===== config.mk =====
export PLATFORM = sky130hd
export DESIGN_NAME = product_accumulator
export DESIGN_NICKNAME = d
export VERILOG_FILES = /design/src/rtl/product_accumulator_pkg.sv /design/src/rtl/sync_fifo2.sv /design/src/rtl/product_accumulator.sv
export SDC_FILE = /design/constraint.sdc
export NUM_CORES = 1
export LEC_CHECK = 0
export BUFFER_PORTS_ARGS = -buffer_cell sky130_fd_sc_hd__buf_2
export CAP_MARGIN = 20
export CORE_MARGIN = 2
export CORE_UTILIZATION = 50
export DETAILED_ROUTE_END_ITERATION = 8
export MAX_ROUTING_LAYER = met4
export PLACE_DENSITY_LB_ADDON = 0.1
export SLEW_MARGIN = 20
export SYNTH_ARGS = -nofsm -noshare
export SYNTH_HDL_FRONTEND = slang
export SYNTH_SLANG_ARGS = --single-unit

===== constraint.sdc =====
create_clock -name clk -period 2.57 [get_ports clk]
set_input_delay 0.514 -clock clk [delete_from_list [all_inputs] [get_ports clk]]
set_output_delay 0.514 -clock clk [all_outputs]
set_load 0.005 [all_outputs]

===== src/rtl/product_accumulator_pkg.sv =====
// Shared types and default widths for the product accumulator slice.
package product_accumulator_pkg;

  localparam int PROD_W_DEF = 64;
  localparam int LEN_W_DEF  = 8;

  // IDLE: no partial group held; ACCUM: a group is open in acc.
  typedef enum logic {
    IDLE  = 1'b0,
    ACCUM = 1'b1
  } state_e;

endpackage


===== src/rtl/sync_fifo2.sv =====
// Two-entry synchronous FIFO, show-ahead: data_o is always the head entry.
module sync_fifo2 #(
  parameter int W = 8
) (
  input  logic         clk,
  input  logic         reset_n,
  input  logic         push_i,
  input  logic [W-1:0] data_i,
  input  logic         pop_i,
  output logic [W-1:0] data_o,
  output logic         empty_o,
  output logic         full_o
);

  logic [1:0][W-1:0] mem_q;
  logic              wr_q, rd_q;
  logic [1:0]        cnt_q, cnt_d;
  logic              push_ok, pop_ok;

  assign empty_o = (cnt_q == 2'd0);
  assign full_o  = (cnt_q == 2'd2);
  assign data_o  = mem_q[rd_q];

  // A push on a full FIFO is dropped; upstream holds off before that happens.
  assign push_ok = push_i && !full_o;
  assign pop_ok  = pop_i && !empty_o;

  // Occupancy: simultaneous push and pop leaves it unchanged.
  always_comb begin
    cnt_d = cnt_q;
    case ({push_ok, pop_ok})
      2'b10:   cnt_d = cnt_q + 2'd1;
      2'b01:   cnt_d = cnt_q - 2'd1;
      default: cnt_d = cnt_q;
    endcase
  end

  // Storage and pointers; reset empties the FIFO and zeroes the head.
  always_ff @(posedge clk or negedge reset_n) begin
    if (!reset_n) begin
      mem_q <= '0;
      wr_q  <= 1'b0;
      rd_q  <= 1'b0;
      cnt_q <= 2'd0;
    end else begin
      if (push_ok) begin
        mem_q[wr_q] <= data_i;
        wr_q        <= ~wr_q;
      end
      if (pop_ok) rd_q <= ~rd_q;
      cnt_q <= cnt_d;
    end
  end

endmodule


===== src/rtl/product_accumulator.sv =====
// Sums groups of acc_len signed products and queues each group sum in a
// 2-entry output FIFO.
module product_accumulator
  import product_accumulator_pkg::*;
#(
  parameter int PROD_W = PROD_W_DEF,
  parameter int LEN_W  = LEN_W_DEF,
  parameter int ACC_W  = PROD_W + LEN_W
) (
  input  logic              clk,
  input  logic              reset_n,
  input  logic              clear,
  input  logic [LEN_W-1:0]  acc_len,
  input  logic              prod_valid,
  input  logic [PROD_W-1:0] prod,
  output logic              prod_ready,
  output logic              sum_valid,
  output logic [ACC_W-1:0]  sum,
  input  logic              sum_ready,
  output logic              busy
);

  state_e             state_q, state_d;
  logic [ACC_W-1:0]   acc_q, acc_d;
  logic [LEN_W-1:0]   rem_q, rem_d;
  logic [ACC_W-1:0]   prod_ext, sum_next;
  logic               last, xfer, push;
  logic               fifo_empty, fifo_full;

  assign prod_ext = {{(ACC_W-PROD_W){prod[PROD_W-1]}}, prod};

  // The next accepted product closes the group: L=1 at group start, or the
  // final outstanding product of an open group. acc_len=0 encodes 2^LEN_W,
  // and acc_len-1 wraps to 2^LEN_W-1, so the same decrement path covers it.
  assign last = (state_q == IDLE) ? (acc_len == LEN_W'(1)) : (rem_q == LEN_W'(1));

  // Only registered occupancy gates acceptance, never sum_ready, so there is
  // no combinational path from downstream accept to upstream ready.
  assign prod_ready = !clear && !(fifo_full && last);
  assign xfer       = prod_valid && prod_ready;
  assign sum_next   = (state_q == IDLE) ? prod_ext : acc_q + prod_ext;
  assign push       = xfer && last;
  assign busy       = (state_q == ACCUM);
  assign sum_valid  = !fifo_empty;

  // Group FSM: open on first product, count down, close and reset on last.
  always_comb begin
    state_d = state_q;
    acc_d   = acc_q;
    rem_d   = rem_q;
    if (clear) begin
      state_d = IDLE;
      acc_d   = '0;
      rem_d   = '0;
    end else if (xfer) begin
      if (last) begin
        state_d = IDLE;
        acc_d   = '0;
        rem_d   = '0;
      end else begin
        state_d = ACCUM;
        acc_d   = sum_next;
        rem_d   = (state_q == IDLE) ? acc_len - LEN_W'(1) : rem_q - LEN_W'(1);
      end
    end
  end

  // Group state registers.
  always_ff @(posedge clk or negedge reset_n) begin
    if (!reset_n) begin
      state_q <= IDLE;
      acc_q   <= '0;
      rem_q   <= '0;
    end else begin
      state_q <= state_d;
      acc_q   <= acc_d;
      rem_q   <= rem_d;
    end
  end

  sync_fifo2 #(.W(ACC_W)) u_out_fifo (
    .clk     (clk),
    .reset_n (reset_n),
    .push_i  (push),
    .data_i  (sum_next),
    .pop_i   (sum_ready),
    .data_o  (sum),
    .empty_o (fifo_empty),
    .full_o  (fifo_full)
  );

endmodule


==> results of run 1 <==
[worst max-delay path, stage by stage, from the launching register on]
cell and delay [ns]:
dfrtp_1 0.41, ha_4 0.30, nand4_1 0.13, or4_4 0.50, a211o_1 0.27, nand4_4 0.12, o21ai_4 0.09, o211a_1 0.26
o41ai_2 0.29, xor2_1 0.12, mux2i_1 0.26, o21ai_1 0.11
[through the flow]
| stage | utilization, % | setup TNS, ns | cells |
|---|---|---|---|
| floorplan | - | -9.98 | 1690 |
| global placement | 65.7 | -97.91 | 2462 |
| detailed placement | 65.7 | -101.95 | 2462 |
| CTS | 72.5 | -36.19 | 2538 |
| global route | 74.9 | -58.31 | 2552 |
| finish | 74.9 | -39.13 | 2552 |
[synth_stat cells (7+ instances only)]
| cell | instances | area share [%] |
|---|---|---|
| or3_1 | 9 | 0.38 |
| o21a_1 | 10 | 0.51 |
| o211ai_1 | 9 | 0.46 |
| inv_1 | 30 | 0.77 |
| nor3_1 | 14 | 0.48 |
| xor2_1 | 22 | 1.3 |
| nor2b_1 | 7 | 0.30 |
| ha_1 | 76 | 6.5 |
| a211oi_1 | 7 | 0.36 |
| and3_1 | 18 | 0.77 |
| mux2i_1 | 44 | 3.0 |
| nand3_1 | 82 | 2.8 |
| o21ai_0 | 201 | 6.9 |
| dfrtp_1 | 229 | 39 |
| nand2_1 | 160 | 4.1 |
| a31oi_1 | 32 | 1.4 |
| and2_1 | 12 | 0.51 |
| xnor2_1 | 50 | 3.0 |
| o21bai_1 | 9 | 0.46 |
| a21o_1 | 41 | 2.1 |
| a21oi_1 | 187 | 6.4 |
| clkbuf_1 | 97 | 2.5 |
| mux2_2 | 73 | 5.6 |
| nand4_1 | 28 | 1.2 |
| o21ai_1 | 9 | 0.31 |
| nor2_1 | 140 | 3.6 |
[cell families after synthesis]
group | after synthesis
compound gates | 553
mux | 117
simple gates | 501
buf+inv | 141
fa+ha+maj | 77
xor+xnor | 72
flops | 229
[timing repair]
item	CTS	global route
endpoints found under the setup margin	158	200
gates resized for setup	246	139
hold buffers	1	0
setup buffers	45	22
hold endpoints to repair	64	0
pin swaps	136	83
[final timing paths]
kind / end / slack [ns] / depth (start not counted)
max: acc_q[54]$_DFFE_PN0P_ / -0.42 / 11
min: u_out_fifo.rd_q$_DFFE_PN0P_ / 0.31 / 3
max reg2reg: acc_q[54]$_DFFE_PN0P_ / -0.42 / 11
min reg2reg: u_out_fifo.mem_q[41]$_DFFE_PN0P_ / 0.47 / 2
max in group asynchronous: u_out_fifo.mem_q[51]$_DFFE_PN0P_ / 1.34 / 3
min in group asynchronous: u_out_fifo.mem_q[78]$_DFFE_PN0P_ / 0.54 / 2
[registers in the layout, indices dropped and copies added, names as in the netlist]
| signal | flops |
|---|---|
| u_out_fifo.rd_q | 1 |
| u_out_fifo.wr_q | 1 |
| u_out_fifo.mem_q | 144 |
| u_out_fifo.cnt_q | 2 |
| busy | 1 |
| rem_q | 8 |
| acc_q | 72 |
[per-layer routing]
layer | up-vias | wire length [um] | GRT usage [%]
met5 | - | 0 | -
met1 | 7109 | 20600 | 39.6
li1 | 7020 | - | -
met4 | 0 | 1290 | 8.54
met2 | 358 | 22700 | 50.9
met3 | 88 | 1950 | 3.38
[power breakdown]
group / switching, mW / leakage (nW) / internal, mW
Sequential: 0.475 / 3.09 / 4.26
Clock: 1.48 / 0.380 / 2.07
Combinational: 3.28 / 6.76 / 3.25
Total: 5.23 / 10.2 / 9.58
[cells in the final DEF, fill, tap and decap left out, types with 63 or more instances in the layout]
master     n
o21ai_0   63
nand3_1   76
nand2_1  151
o21ai_1  109
dfrtp_1  227
a21oi_2   64
a21oi_1  111
nor2_1   132
buf_2    150
mux2_2    73
buf_4    347
[cell type report]
type	instances	area [um^2]
Clock inverter	5	58.8
Multi-Input combinational cell	1320	10300
Tap cell	384	480
Timing Repair Buffer	545	4080
Sequential cell	229	5740
Clock buffer	38	737
Fill cell	2048	7220
Inverter	31	116
==> results.txt, run 1 <==
XOR/XNOR Fraction of Synth Area -> 4.30%
Synth Area in Compound Gates -> 21.9%
Final GP Congestion -> 0.972
Layout area overhead -> 46.9%
DR WL/cell -> 18.3 um
post-layout net count -> 2307
fin crit share -> 116%
Worst EP required -> 2.98 ns
vias in the first global route -> 14600
final setup margin -> -0.416 ns
Final Slew Violations -> 0
failing checks -> negative setup slack
layout cells sized above 1 -> 43.6%
initial antenna violation count -> 0
DPL Wire Length -> 33700 um
total global-route track usage -> 30.5%
I/O pin cnt -> 152
critical path peak fanout -> 4
combinational family with the most area after synthesis -> compound AO/OA/AOI/OAI gates
clock-pin transition on the worst setup and hold timing paths -> 0.06 ns
CTS tree -> yes
HP Class -> primary input to flip-flop
Pleak -> 10.2 nW
grt ovf -> 0
mux contribution to synthesized area -> 8.61%
MaxCap Viol Count -> 0
CP Class -> flip-flop to flip-flop
post-synthesis cell type count -> 73
Vias -> 14600
critical path endpoint category -> flip-flop
FF-to-FF Start -> acc_q[12]$_DFFE_PN0P_
Die W -> 175 um
Tot Pwr -> 14.8 mW
Final ANT Viol Nets -> 0
Seq/Total Area, Yosys -> 39.1%
Inserted Diodes -> 0
Area after DPL -> 18900 um^2
TritonRoute pass-1 iters -> 5
YS warnings -> 0
ys async rst share -> 100%
RSZ-0062 raised after global routing -> true
Detailed Route WL -> 46600 um
status -> complete, but fails checks
hold violation count in the final report -> 0
via density per instance -> 5.71
die span in y -> 175 um
hold_sp -> sum_ready
final instance area -> 21600 um^2
#FFs+latches synth -> 229
largest net degree at the start of global routing -> 71
Power Density -> 687 nW/um^2
Post-synth EDFFs -> 0
CP arrival -> 3.40 ns
Iter 0 DRT Violations -> 922
# setup viols final -> 158
Clock Sink Count -> 229
Mapped Area -> 14700 um^2
Root Buffer -> clkbuf_16
simple-gate share of the synthesized area -> 15.8%
Die ar. -> 30700 um^2
Min Hold Slack -> 0.313 ns
min Tclk post-route -> 2.99 ns
syn_nets -> 1844
CP Launch Type -> flip-flop
first-pass GRT wire length -> 74100 um
fmax -> 335 MHz
TritonCTS Buffers -> 26
DR DRC count -> 0
post-synthesis adder-cell area fraction -> 6.62%
CTS Buffer Depth -> 3
relative slew slack -> 43.2%
Worst-Margin Slew -> 0.852 ns
CP Launch Point -> acc_q[12]$_DFFE_PN0P_
H-Tree Depth -> 1
Mapped Avg Cell Area -> 8.68 um^2
DP Worst Slack -> -0.833 ns
core area -> 28800 um^2
Most used DFF post-synth -> dfrtp_1
Syn Inst Count -> 1690
cell row count -> 62
worst skew pair latency -> 0.54 ns
Fin Clk Skew -> 0.0156 ns
VDD IR-drop max -> 576 uV
Starting Density -> 51.0%
port bufs -> 151
Power figures use the tool's default switching activity.
==> run 2, diff against run 1 <==
--- a/config.mk
+++ b/config.mk
@@ -7,8 +7,10 @@
 export LEC_CHECK = 0
 export BUFFER_PORTS_ARGS = -buffer_cell sky130_fd_sc_hd__buf_2
 export CAP_MARGIN = 20
+export CELL_PAD_IN_SITES_DETAIL_PLACEMENT = 1
+export CELL_PAD_IN_SITES_GLOBAL_PLACEMENT = 1
 export CORE_MARGIN = 2
-export CORE_UTILIZATION = 50
+export CORE_UTILIZATION = 41
 export DETAILED_ROUTE_END_ITERATION = 8
 export MAX_ROUTING_LAYER = met4
 export PLACE_DENSITY_LB_ADDON = 0.1
==> results.txt, run 2 (same netlist as run 1, synthesis figures left out) <==
status -> complete, but fails checks
failing checks -> negative setup slack
worst reg2reg setup slack -> -0.51 ns
area of the multi-input gates -> 10700 um^2
Die W -> 193 um
fill count -> 3981
met3 Track Usage GR -> 3.22%
layout cells sized above 1 -> 45.4%
Final ANT Viol Nets -> 0
vias in the first global route -> 15900
Root Buffer -> clkbuf_16
port bufs -> 151
Starting Density -> 41.4%
R2R Path End -> u_out_fifo.mem_q[131]$_DFFE_PN0P_
worst skew pair latency -> 0.57 ns
Worst EP required -> 3.01 ns
Detailed Route WL -> 58100 um
Final Slew Violations -> 0
Reg2Reg Depth -> 14
critical path endpoint category -> flip-flop
CP Class -> flip-flop to flip-flop
DR DRC count -> 0
most crowded layer after global routing -> met2
most common cell after layout, fill and taps aside -> buf_4
initial antenna violation count -> 0
Die ar. -> 37300 um^2
WHS Endpoint -> acc_q[41]$_DFFE_PN0P_
Most flops, register -> u_out_fifo.mem_q
clock-pin transition on the worst setup and hold timing paths -> 0.07 ns
I/O pin cnt -> 152
CTS Buffer Depth -> 3
hold violation count in the final report -> 0
final setup margin -> -0.511 ns
critical path peak fanout -> 4
total global-route track usage -> 29.8%
hold depth -> 3
cell row count -> 69
TritonCTS Buffers -> 28
grt ovf -> 0
first-pass GRT wire length -> 85800 um
DPL Wire Length -> 40400 um
Reg area -> 5740 um^2
crit-path cells -> ha_4 > and4_1 > and2_4 > nand3_4 > a2111oi_4 > o211ai_1 > buf_4 > o211ai_1 > buf_4 > buf_6 > a21oi_4 > xnor2_2 > mux2i_2 > o21ai_1
min Tclk post-route -> 3.08 ns
GRT met1 Usage -> 37.7%
Largest regs -> u_out_fifo.mem_q x144, acc_q x72, rem_q x8
MaxCap Viol Count -> 0
TritonRoute pass-1 iters -> 7
Fin Clk Skew -> 0.0196 ns
via density per instance -> 5.70
Tot Pwr -> 16.0 mW
CP Launch Type -> flip-flop
largest net degree at the start of global routing -> 73
max reg flops -> 144
hold_sp -> prod[41]
Clock Sink Count -> 229
die span in y -> 193 um
setup tns final -> -50.02 ns
HP Class -> primary input to flip-flop
Min Hold Slack -> 0.278 ns
Final GP Congestion -> 0.917
H-Tree Depth -> 1
DR WL/cell -> 22.1 um
post-layout net count -> 2305
most frequent cells in the layout -> buf_4, dfrtp_1, buf_2
FF-to-FF Start -> acc_q[7]$_DFFE_PN0P_
Worst-Margin Slew -> 0.750 ns
Crit path largest cell delay -> 0.50 ns
Inserted Diodes -> 0
Worst path slowest cell -> a2111oi_4
CTS tree -> yes
GR Util met2 -> 51.3%
CP arrival -> 3.52 ns
VDD IR-drop max -> 1020 uV
# setup viols final -> 166
Pleak -> 10.4 nW
Iter 0 DRT Violations -> 690
relative slew slack -> 49.6%
fmax -> 325 MHz
core area -> 35400 um^2
Vias -> 15000
fin crit share -> 120%
RSZ-0062 raised after global routing -> true
Power Density -> 719 nW/um^2
Layout area overhead -> 51.2%
==> run 2: layout make-up <==
| type | count | share of cell area [%] |
|---|---|---|
| tap | 461 | 2.60 |
| sequential | 229 | 25.9 |
| inverter | 31 | 0.525 |
| multi-input combinational | 1320 | 48.0 |
| timing repair buffer | 541 | 18.7 |
| clock buffer | 33 | 3.38 |
| clock inverter | 17 | 0.908 |
==> run 2: worst max-delay path, delay by kind of cell (launching register included) <==
kind	cells	cell delay, ns
AND/OR/NAND/NOR	3	0.44
XOR/XNOR	1	0.14
buffers and inverters	3	0.50
AO/OA/AOI/OAI	5	0.92
adder cells (fa/ha/maj)	1	0.31
multiplexers	1	0.21
flip-flops	1	0.43
==> run 2: how the worst max path moves through the flow <==
stage | startpoint | slack, ns | end
final | acc_q[7]$_DFFE_PN0P_ | -0.51 | u_out_fifo.mem_q[131]$_DFFE_PN0P_
after global placement | prod[46] | -0.90 | u_out_fifo.mem_q[139]$_DFFE_PN0P_
after detailed placement | prod[46] | -0.91 | acc_q[63]$_DFFE_PN0P_
after CTS | acc_q[2]$_DFFE_PN0P_ | -0.46 | u_out_fifo.mem_q[68]$_DFFE_PN0P_
after floorplan | prod[13] | -0.37 | acc_q[50]$_DFFE_PN0P_
after global routing | acc_q[22]$_DFFE_PN0P_ | -0.65 | acc_q[59]$_DFFE_PN0P_
==> run 2: routing by layer <==
layer  vias up  share of wire, %
met1      7623                44
met2       291                51
li1       6999                 -
met4         0               2.3
met3        88               2.9
met5         -                 0
==> run 2: per-stage QoR <==
step           utilization [%]  setup WS, ns  area, um^2  std cells
2_1_floorplan                -        -0.371       15300       1690
3_3_place_gp              53.2        -0.904       18800       2525
3_5_place_dp              53.2        -0.915       18800       2525
4_1_cts                   59.0        -0.460       20900       2604
5_1_grt                   62.7        -0.645       22200       2632
6_report                  62.7        -0.511       22200       2632
==> run 2: power by group <==
part | switching [mW] | leakage (nW) | internal [mW]
clock | 1.66 | 0.471 | 2.48
sequential | 0.448 | 3.09 | 4.26
combinational | 3.72 | 6.86 | 3.38
total | 5.83 | 10.4 | 10.1
==> run 2: what timing repair did <==
action                                  4_1_cts  5_1_grt
setup buffers                                31       35
gates cloned                                  0        2
pin swaps                                   109      148
endpoints found under the setup margin      230      256
endpoints found under the hold margin        63        0
hold buffers                                  1        0
resized for setup                           219      245
